<file path="src/rtl/dmem_arbiter_if.sv">
// dmem_arbiter_if
//   Groups the three buses that meet at the data-memory arbiter:
//   core load/store port (cpu_*), DMA/debug requester (dma_*) and the
//   Data_Memory port (mem_*).
//   modport slave  : the arbiter's view
//   modport master : the surrounding core/DMA/memory environment's view
interface dmem_arbiter_if #(
  parameter int unsigned DATA_WIDTH = 32,
  parameter int unsigned ADDR_WIDTH = 32
);
  logic                  cpu_mem_read_i;
  logic                  cpu_mem_write_i;
  logic [ADDR_WIDTH-1:0] cpu_addr_i;
  logic [DATA_WIDTH-1:0] cpu_wdata_i;
  logic [DATA_WIDTH-1:0] cpu_rdata_o;
  logic                  cpu_stall_o;

  logic                  dma_req_i;
  logic                  dma_we_i;
  logic [ADDR_WIDTH-1:0] dma_addr_i;
  logic [DATA_WIDTH-1:0] dma_wdata_i;
  logic                  dma_gnt_o;
  logic                  dma_rvalid_o;
  logic [DATA_WIDTH-1:0] dma_rdata_o;

  logic                  mem_read_o;
  logic                  mem_write_o;
  logic [ADDR_WIDTH-1:0] mem_addr_o;
  logic [DATA_WIDTH-1:0] mem_wdata_o;
  logic [DATA_WIDTH-1:0] mem_rdata_i;

  modport slave (
    input  cpu_mem_read_i, cpu_mem_write_i, cpu_addr_i, cpu_wdata_i,
    output cpu_rdata_o, cpu_stall_o,
    input  dma_req_i, dma_we_i, dma_addr_i, dma_wdata_i,
    output dma_gnt_o, dma_rvalid_o, dma_rdata_o,
    output mem_read_o, mem_write_o, mem_addr_o, mem_wdata_o,
    input  mem_rdata_i
  );

  modport master (
    output cpu_mem_read_i, cpu_mem_write_i, cpu_addr_i, cpu_wdata_i,
    input  cpu_rdata_o, cpu_stall_o,
    output dma_req_i, dma_we_i, dma_addr_i, dma_wdata_i,
    input  dma_gnt_o, dma_rvalid_o, dma_rdata_o,
    input  mem_read_o, mem_write_o, mem_addr_o, mem_wdata_o,
    output mem_rdata_i
  );
endinterface

</file>
<file path="src/rtl/dmem_arbiter.sv">
// dmem_arbiter
//   Shares one Data_Memory between the single-cycle core load/store port and
//   a DMA/debug requester. The core has priority; DMA uses idle core slots and
//   is forced in after MAX_WAIT denied cycles for up to MAX_BURST beats, during
//   which cpu_stall_o must hold the PC and suppress Reg_Write.
// Ports
//   clk   : rising-edge clock
//   reset : asynchronous, active-high
//   bus   : dmem_arbiter_if.slave (cpu_*, dma_*, mem_* signal groups)
module dmem_arbiter #(
  parameter int unsigned DATA_WIDTH = 32,
  parameter int unsigned ADDR_WIDTH = 32,
  parameter int unsigned MAX_WAIT   = 8,
  parameter int unsigned MAX_BURST  = 4
) (
  input  logic           clk,
  input  logic           reset,
  dmem_arbiter_if.slave  bus
);

  typedef enum logic {ARB_CPU, ARB_FORCE} state_t;

  localparam int unsigned WW = $clog2(MAX_WAIT + 1);
  localparam int unsigned BW = $clog2(MAX_BURST + 1);
  localparam logic [WW-1:0] WAIT_MAX   = WW'(MAX_WAIT);
  localparam logic [BW-1:0] BURST_LAST = BW'(MAX_BURST - 1);
  localparam logic          FORCE_EN   = (MAX_BURST > 1);

  state_t         state, state_n;
  logic [WW-1:0]  wait_cnt, wait_n;
  logic [BW-1:0]  burst_cnt, burst_n;
  logic           cpu_acc;
  logic           gnt, stall;

  always_ff @(posedge clk or posedge reset) begin
    if (reset) begin
      state            <= ARB_CPU;
      wait_cnt         <= '0;
      burst_cnt        <= '0;
      bus.dma_rvalid_o <= 1'b0;
      bus.dma_rdata_o  <= '0;
    end else begin
      state            <= state_n;
      wait_cnt         <= wait_n;
      burst_cnt        <= burst_n;
      bus.dma_rvalid_o <= gnt & ~bus.dma_we_i;
      if (gnt & ~bus.dma_we_i)
        bus.dma_rdata_o <= bus.mem_rdata_i;
    end
  end

  always_comb begin
    cpu_acc = bus.cpu_mem_read_i | bus.cpu_mem_write_i;
    gnt     = 1'b0;
    stall   = 1'b0;
    state_n = state;
    burst_n = burst_cnt;
    wait_n  = wait_cnt;

    unique case (state)
      ARB_CPU: begin
        gnt   = bus.dma_req_i & (~cpu_acc | (wait_cnt == WAIT_MAX));
        stall = cpu_acc & gnt;
        if (gnt & cpu_acc & FORCE_EN) begin
          state_n = ARB_FORCE;
          burst_n = BW'(1);
        end
      end
      ARB_FORCE: begin
        gnt   = bus.dma_req_i;
        stall = cpu_acc;
        if (gnt)
          burst_n = burst_cnt + BW'(1);
        if (~bus.dma_req_i | (gnt & (burst_cnt == BURST_LAST))) begin
          state_n = ARB_CPU;
          burst_n = '0;
        end
      end
      default: state_n = ARB_CPU;
    endcase

    if (gnt | ~bus.dma_req_i)
      wait_n = '0;
    else if (wait_cnt != WAIT_MAX)
      wait_n = wait_cnt + WW'(1);

    // Everything is forced quiet while reset is held; the registers are
    // cleared asynchronously so nothing is committed on a reset edge.
    if (reset) begin
      gnt   = 1'b0;
      stall = 1'b0;
    end
  end

  assign bus.dma_gnt_o   = gnt;
  assign bus.cpu_stall_o = stall;
  assign bus.cpu_rdata_o = bus.mem_rdata_i;

  // In ARB_FORCE with the DMA request withdrawn the core is still stalled but
  // the memory port falls back to it; its store is masked so a stalled store
  // never reaches memory (the core re-presents it next cycle).
  assign bus.mem_write_o = ~reset & (gnt ? bus.dma_we_i  : (bus.cpu_mem_write_i & ~stall));
  assign bus.mem_read_o  = ~reset & (gnt ? ~bus.dma_we_i : bus.cpu_mem_read_i);
  assign bus.mem_addr_o  = gnt ? bus.dma_addr_i  : bus.cpu_addr_i;
  assign bus.mem_wdata_o = gnt ? bus.dma_wdata_i : bus.cpu_wdata_i;

endmodule

</file>
<file path="src/flat_wrapper.sv">
// flat-port wrapper written by rule: the top's interface ports become plain ports
module dmem_arbiter_flat 
#(
  parameter int unsigned DATA_WIDTH = 32,
  parameter int unsigned ADDR_WIDTH = 32,
  parameter int unsigned MAX_WAIT   = 8,
  parameter int unsigned MAX_BURST  = 4
)
  (clk, reset, bus_cpu_mem_read_i, bus_cpu_mem_write_i, bus_cpu_addr_i, bus_cpu_wdata_i, bus_cpu_rdata_o, bus_cpu_stall_o, bus_dma_req_i, bus_dma_we_i, bus_dma_addr_i, bus_dma_wdata_i, bus_dma_gnt_o, bus_dma_rvalid_o, bus_dma_rdata_o, bus_mem_read_o, bus_mem_write_o, bus_mem_addr_o, bus_mem_wdata_o, bus_mem_rdata_i);
  dmem_arbiter_if #(.DATA_WIDTH(DATA_WIDTH), .ADDR_WIDTH(ADDR_WIDTH)) bus_i ();
  input  logic clk;
  input  logic reset;
  input wire logic [$bits(bus_i.cpu_mem_read_i)-1:0] bus_cpu_mem_read_i;
  input wire logic [$bits(bus_i.cpu_mem_write_i)-1:0] bus_cpu_mem_write_i;
  input wire logic [$bits(bus_i.cpu_addr_i)-1:0] bus_cpu_addr_i;
  input wire logic [$bits(bus_i.cpu_wdata_i)-1:0] bus_cpu_wdata_i;
  output wire logic [$bits(bus_i.cpu_rdata_o)-1:0] bus_cpu_rdata_o;
  output wire logic [$bits(bus_i.cpu_stall_o)-1:0] bus_cpu_stall_o;
  input wire logic [$bits(bus_i.dma_req_i)-1:0] bus_dma_req_i;
  input wire logic [$bits(bus_i.dma_we_i)-1:0] bus_dma_we_i;
  input wire logic [$bits(bus_i.dma_addr_i)-1:0] bus_dma_addr_i;
  input wire logic [$bits(bus_i.dma_wdata_i)-1:0] bus_dma_wdata_i;
  output wire logic [$bits(bus_i.dma_gnt_o)-1:0] bus_dma_gnt_o;
  output wire logic [$bits(bus_i.dma_rvalid_o)-1:0] bus_dma_rvalid_o;
  output wire logic [$bits(bus_i.dma_rdata_o)-1:0] bus_dma_rdata_o;
  output wire logic [$bits(bus_i.mem_read_o)-1:0] bus_mem_read_o;
  output wire logic [$bits(bus_i.mem_write_o)-1:0] bus_mem_write_o;
  output wire logic [$bits(bus_i.mem_addr_o)-1:0] bus_mem_addr_o;
  output wire logic [$bits(bus_i.mem_wdata_o)-1:0] bus_mem_wdata_o;
  input wire logic [$bits(bus_i.mem_rdata_i)-1:0] bus_mem_rdata_i;
  assign bus_i.cpu_mem_read_i = bus_cpu_mem_read_i;
  assign bus_i.cpu_mem_write_i = bus_cpu_mem_write_i;
  assign bus_i.cpu_addr_i = bus_cpu_addr_i;
  assign bus_i.cpu_wdata_i = bus_cpu_wdata_i;
  assign bus_cpu_rdata_o = bus_i.cpu_rdata_o;
  assign bus_cpu_stall_o = bus_i.cpu_stall_o;
  assign bus_i.dma_req_i = bus_dma_req_i;
  assign bus_i.dma_we_i = bus_dma_we_i;
  assign bus_i.dma_addr_i = bus_dma_addr_i;
  assign bus_i.dma_wdata_i = bus_dma_wdata_i;
  assign bus_dma_gnt_o = bus_i.dma_gnt_o;
  assign bus_dma_rvalid_o = bus_i.dma_rvalid_o;
  assign bus_dma_rdata_o = bus_i.dma_rdata_o;
  assign bus_mem_read_o = bus_i.mem_read_o;
  assign bus_mem_write_o = bus_i.mem_write_o;
  assign bus_mem_addr_o = bus_i.mem_addr_o;
  assign bus_mem_wdata_o = bus_i.mem_wdata_o;
  assign bus_i.mem_rdata_i = bus_mem_rdata_i;
  dmem_arbiter #(.DATA_WIDTH(DATA_WIDTH), .ADDR_WIDTH(ADDR_WIDTH), .MAX_WAIT(MAX_WAIT), .MAX_BURST(MAX_BURST)) u_core (.clk(clk), .reset(reset), .bus(bus_i));
endmodule
</file>
<file path="config.mk">
export PLATFORM = sky130hd
export DESIGN_NAME = dmem_arbiter_flat
export DESIGN_NICKNAME = d
export VERILOG_FILES = /design/src/rtl/dmem_arbiter_if.sv /design/src/rtl/dmem_arbiter.sv /design/src/flat_wrapper.sv
export SDC_FILE = /design/constraint.sdc
export NUM_CORES = 1
export LEC_CHECK = 0
export CAP_MARGIN = 20
export CORE_AREA = 2 2 118 120
export CTS_BUF_LIST = sky130_fd_sc_hd__clkbuf_8
export DETAILED_ROUTE_END_ITERATION = 16
export DIE_AREA = 0 0 120 122
export PLACE_DENSITY = 0.67
export SYNTH_ARGS = -nofsm -noshare
export SYNTH_HDL_FRONTEND = slang
export SYNTH_SLANG_ARGS = --single-unit
export TNS_END_PERCENT = 30
</file>
<file path="constraint.sdc">
create_clock -name clk -period 3.5 [get_ports clk]
set_clock_uncertainty 0.05 [all_clocks]
set_input_delay 0.875 -clock clk [delete_from_list [all_inputs] [get_ports clk]]
set_output_delay 0.875 -clock clk [all_outputs]
set_load 0.05 [all_outputs]
</file>
# [Word level (Yosys, flattened, before mapping)]
# Cells that the tools add are included.
[op_classes] addsub=2 eq_ne=5 muxes=17 bitwise_logic=17 reduce_logical=2
[ops] cell="$mux 32" count=2
[ops] cell="$mux 3" count=3
[ops] cell="$mux 4" count=2
[ops] cell="$and 1x1->1" count=7
[ops] cell="$mux 1" count=6
[ops] cell="$not 1->1" count=6
[ops] cell="$pmux 1 s2" count=3
[ops] cell="$pmux 3 s2" count=1
[ops] cell="$add 4x1->4 const B" count=1
[ops] cell="$eq 4x4->1 const B" count=1
[ops] cell="$ne 4x4->1 const B" count=1
[ops] cell="$or 1x1->1" count=4
[ops] cell="$add 3x1->3 const B" count=1
[ops] cell="$eq 3x2->1 const B" count=1
[ops] cell="$ne 3x3->1 const B" count=1
[ops] cell="$ne 2x1->1 const B" count=1
[ops] cell="$reduce_and 2->1" count=1
[ops] cell="$reduce_bool 2->1" count=1
[totals] ff_bits=41 inputBits=166 out_inout_bits=133 word_cells=48

# [Logic depth before layout (Yosys ltp)]
[depth] ltp_word=11 ltp_mapped=8 depth_no_buf=5

# [Worst setup path before layout]
# Ideal clock, no wire load.
[synth_path] path_type="in2out" startpoint="input port reset" endpoint="output port bus_mem_write_o" arrival_ns=2.844 slack_ns=-0.269 cell_stages=3 path_cell_list="inv_1 > o21ai_0 > a21oi_1"
[synth_between] elab_chain_len=5 word_cells_on_any_way=7
[synth_lines] item="start, declared" line_no="flat_wrapper.sv:12" source="input logic reset;"
[synth_lines] item="$mux 1" line_no="dmem_arbiter.sv:89" source="if (reset) begin"
[synth_lines] item="$not 1->1" line_no="dmem_arbiter.sv:102" source="assign bus.mem_write_o = ~reset & (gnt ? bus.dma_we_i : (bus.cpu_mem_write_i & ~stall));"
[synth_lines] item="$and 1x1->1" line_no="dmem_arbiter.sv:102"
[synth_lines] item="$mux 1" line_no="dmem_arbiter.sv:102"
[synth_lines] item="$and 1x1->1 (*)" line_no="dmem_arbiter.sv:102"
[synth_lines] item="end, declared" line_no="flat_wrapper.sv:27" source="output wire logic [$bits(bus_i.mem_write_o)-1:0] bus_mem_write_o;"
# Mark *: on every way between the ends. The rest lies on a longest branch, timed or not.

# [Worst setup path after layout]
[layout_path] startpoint="input port bus_dma_req_i" endpoint="output port bus_mem_addr_o[24]"
[layout_between] elab_chain_len=4
[layout_lines] item="start, declared" line_no="flat_wrapper.sv:19" source="input wire logic [$bits(bus_i.dma_req_i)-1:0] bus_dma_req_i;"
[layout_lines] item="$and 1x1->1" line_no="dmem_arbiter.sv:62" source="gnt = bus.dma_req_i & (~cpu_acc | (wait_cnt == WAIT_MAX));"
[layout_lines] item="$pmux 1 s2 (*)" line_no="dmem_arbiter.sv:60" source="unique case (state)"
[layout_lines] item="$mux 1 (*)" line_no="dmem_arbiter.sv:89"
[layout_lines] item="$mux 32 (*)" line_no="dmem_arbiter.sv:104" source="assign bus.mem_addr_o = gnt ? bus.dma_addr_i : bus.cpu_addr_i;"
[layout_lines] item="end, declared" line_no="flat_wrapper.sv:28" source="output wire logic [$bits(bus_i.mem_addr_o)-1:0] bus_mem_addr_o;"
# Marks and branches as above.

==> results.sh <==
export IMPL_critical_path_class="in -> out"
export IMPL_vias=2888
export IMPL_seq_area_frac_synth=0.3359
export IMPL_finalSetupTns_ps=0
export IMPL_core_sq_mm=0.01350
export IMPL_hp_class="reg -> reg"
export IMPL_drive_gt1_frac=0.3574
export IMPL_syn_num_nets=399
export IMPL_min_delay_path_depth=1
export IMPL_cts_root_buffer="clkbuf_8"
export IMPL_postRouteAntennaNets=0
export IMPL_final_core_util=0.4626
export IMPL_dpl_hpwl_microns=9591
export IMPL_synth_area_leaders="dfrtp_1, mux2_4, mux2_2"
export IMPL_io_buffer_count=298
export IMPL_grt_first_pass_wirelength_microns=17310
export IMPL_fp_dieArea_sq_mm=0.01464
export IMPL_cts_buffers=5
export IMPL_rows=43
export IMPL_worstMarginPinSlew_ps=536.6
export IMPL_synth_commonest_cells="mux2_4, dfrtp_1, buf_4"
export IMPL_avgSynthCellArea_sq_um=13.34
export IMPL_cp_end_kind="output pin"
export IMPL_syn_to_final_growth_pct=104.5
export IMPL_finalCritPeriodShare=0.9557
export IMPL_diodes=0
export IMPL_worstPathRequired_ps=2570
export IMPL_grt_ovfl_total=0
export IMPL_fillers=1238
export IMPL_p_leak_nw=2.881
export IMPL_cp_arrival_ps=2420
export IMPL_powerDensity_mw_per_mm2=363.7
export IMPL_yosys_warnings=0
export IMPL_grt_use_total=0.1503
export IMPL_grt_use_met3=0.04916
export IMPL_drv_slew=0
export IMPL_grt_antenna_before_repair=0
export IMPL_max_cap_violations=0
export IMPL_die_w_microns=120
export IMPL_yosys_most_used_dff="dfrtp_1"
export IMPL_setup_violations=0
export IMPL_min_delay_start="u_core.bus.dma_rdata_o[6]"
export IMPL_cp_max_fo=5
export IMPL_gp_congestion=0.8509
export IMPL_grt_pass1_vias=3103
export IMPL_use_met2=0.2717
export IMPL_synth_top_area_share=0.3359
export IMPL_first_pass_iters=4
export IMPL_cts_tree="built"
export IMPL_r2r_cells=6
export IMPL_ys_async_sr_fraction=1.000
export IMPL_fin_crit_ps=3345
export IMPL_grt_max_degree=36
export IMPL_path_clk_slew_ps=80
export IMPL_syn_area_sq_mm=0.003054
export IMPL_drtIter0Drc=103
export IMPL_rr_endpoint="u_core.bus.dma_rdata_o[2]"
export IMPL_crit_path_start_kind="input port"
export IMPL_hold_path_end="u_core.bus.dma_rdata_o[6]"
export IMPL_yosysMostFrequentCell="mux2_4"
export IMPL_wl_per_cell_microns=17.48
export IMPL_synthCells=229
export IMPL_synth_top_cell_by_area="dfrtp_1"
export IMPL_nets=681
export IMPL_wirelength_microns=12100
export IMPL_maxSlewHeadroom=0.6411
export IMPL_viasPerCell=4.173
export IMPL_clkSinkCount=41
export IMPL_outcome="completed"
export IMPL_ir_drop_mv=0.3694
export IMPL_fmax_mhz=299.0
export IMPL_globalRoute_busiestLayer="met2"
export IMPL_synth_cell_types=32
export IMPL_use_met1=0.1689
export IMPL_fp_dieH_microns=122
export IMPL_drc=0
export IMPL_start_util=0.2262
export IMPL_synth_edf_count=0
export IMPL_clockBufferDepth=2
export IMPL_worst_r2r_startpoint="u_core.wait_cnt[0]"
export IMPL_worst_skew_pair_late_latency_ps=300
export IMPL_rsz0062_at_grt="false"
export IMPL_io_pins=299
export IMPL_cts_max_level=2
export IMPL_finalHoldViolCount=0
export IMPL_synth_seq_cells=41
export IMPL_rrSetupSlack_ps=1430
[critical path: stages]
cell and delay (ps):
clkdlybuf4s50_1 560, o211ai_4 140, clkbuf_16 180, buf_4 160, mux2_4 300, buf_4 200
[per-layer routing]
layer  routed length, microns  vias up  part of all wire
met1                     4437     1353              0.37
met2                     6222      177              0.51
met3                     1234       14              0.10
met5                        0        -                 0
met4                      200        0             0.017
li1                         -     1344                 -
[layout make-up]
cell class	count	area, sq um	share of cell area
clock buffers	7	96.34	0.01542
clock inverters	1	5.005	0.0008011
inverters	9	37.54	0.006008
multi-input cells	134	1573	0.2518
flip-flops and latches	41	1026	0.1642
well taps	180	225.2	0.03605
repair buffers	320	3284	0.5257
[worst max path at each step]
stage	startpoint	slack (ps)	endpoint	depth (start not counted)
2_1_floorplan	reset	120	bus_mem_addr_o[0]	5
3_3_place_gp	bus_cpu_mem_read_i	50	bus_mem_addr_o[30]	7
3_5_place_dp	bus_cpu_mem_read_i	30	bus_mem_addr_o[31]	7
4_1_cts	bus_cpu_mem_read_i	30	bus_mem_wdata_o[1]	7
5_1_grt	u_core.wait_cnt[0]	20	bus_mem_addr_o[29]	8
6_report	bus_dma_req_i	160	bus_mem_addr_o[24]	6
[kinds of logic after synthesis]
logic type      Yosys count  synth area share
fa+ha+maj                 4           0.01639
simple gates             18           0.03605
mux                      97            0.4175
compound gates           13           0.03933
buf+inv                  54            0.1491
xor+xnor                  2          0.005736
flops                    41            0.3359
[cells in the final DEF (no fill, tap or decap)]
cell,count
and3_1,3
nor2b_1,1
inv_1,8
buf_12,18
nand2_1,1
mux2_4,49
mux2_2,29
o21ai_4,1
a22o_1,1
nor2_1,2
mux2_1,18
nand2b_1,3
xnor2_1,2
o31ai_1,1
clkbuf_16,2
nor3b_2,1
clkinv_2,1
nand3_1,3
ha_1,4
dlymetal6s2s_1,3
o21ai_0,3
and3b_1,1
mux2i_1,1
clkbuf_8,7
dfrtp_1,41
nor4_1,2
buf_6,11
buf_4,60
o31a_1,1
clkinvlp_4,1
o32ai_1,3
or2_2,1
clkdlybuf4s50_1,226
o211ai_4,1
a21oi_1,1
o21bai_2,1
[power by group]
part           switching, mW  total (mW)  internal (mW)  leakage [nW]
clock network          0.166       0.344          0.178        0.0542
registers             0.0475       0.610          0.563         0.506
logic                  0.755        1.32          0.563          2.32
total                  0.968        2.27           1.30          2.88
[timing repair]
item | 4_1_cts | 5_1_grt
endpoints found under the setup margin | 0 | 32
gates resized for setup | 0 | 14
hold buffers | 0 | 0
setup buffers | 0 | 3
[flip-flops by register name, summed over array words and instances, names as in the netlist]
| name | cells |
|---|---|
| u_core.state | 1 |
| u_core.bus.dma_rdata_o | 32 |
| u_core.bus.dma_rvalid_o | 1 |
| u_core.wait_cnt | 4 |
| u_core.burst_cnt | 3 |
[metrics by stage]
stage | worst slack, ps | hold WS, ps | std cells | power (mW) | cell area [sq um]
final | 155.1 | 441.0 | 692 | 2.272 | 6247
after global routing | 22.71 | 459.6 | 692 | 2.365 | 6247
after CTS | 28.28 | 447.9 | 686 | 2.289 | 6106
after detailed placement | 32.43 | 429.9 | 678 | 1.927 | 6005
after global placement | 53.41 | 422.9 | 678 | 1.917 | 6005
after floorplan | 122.0 | 412.7 | 229 | 1.389 | 3058
No activity file was read; power rests on OpenSTA's default activity.
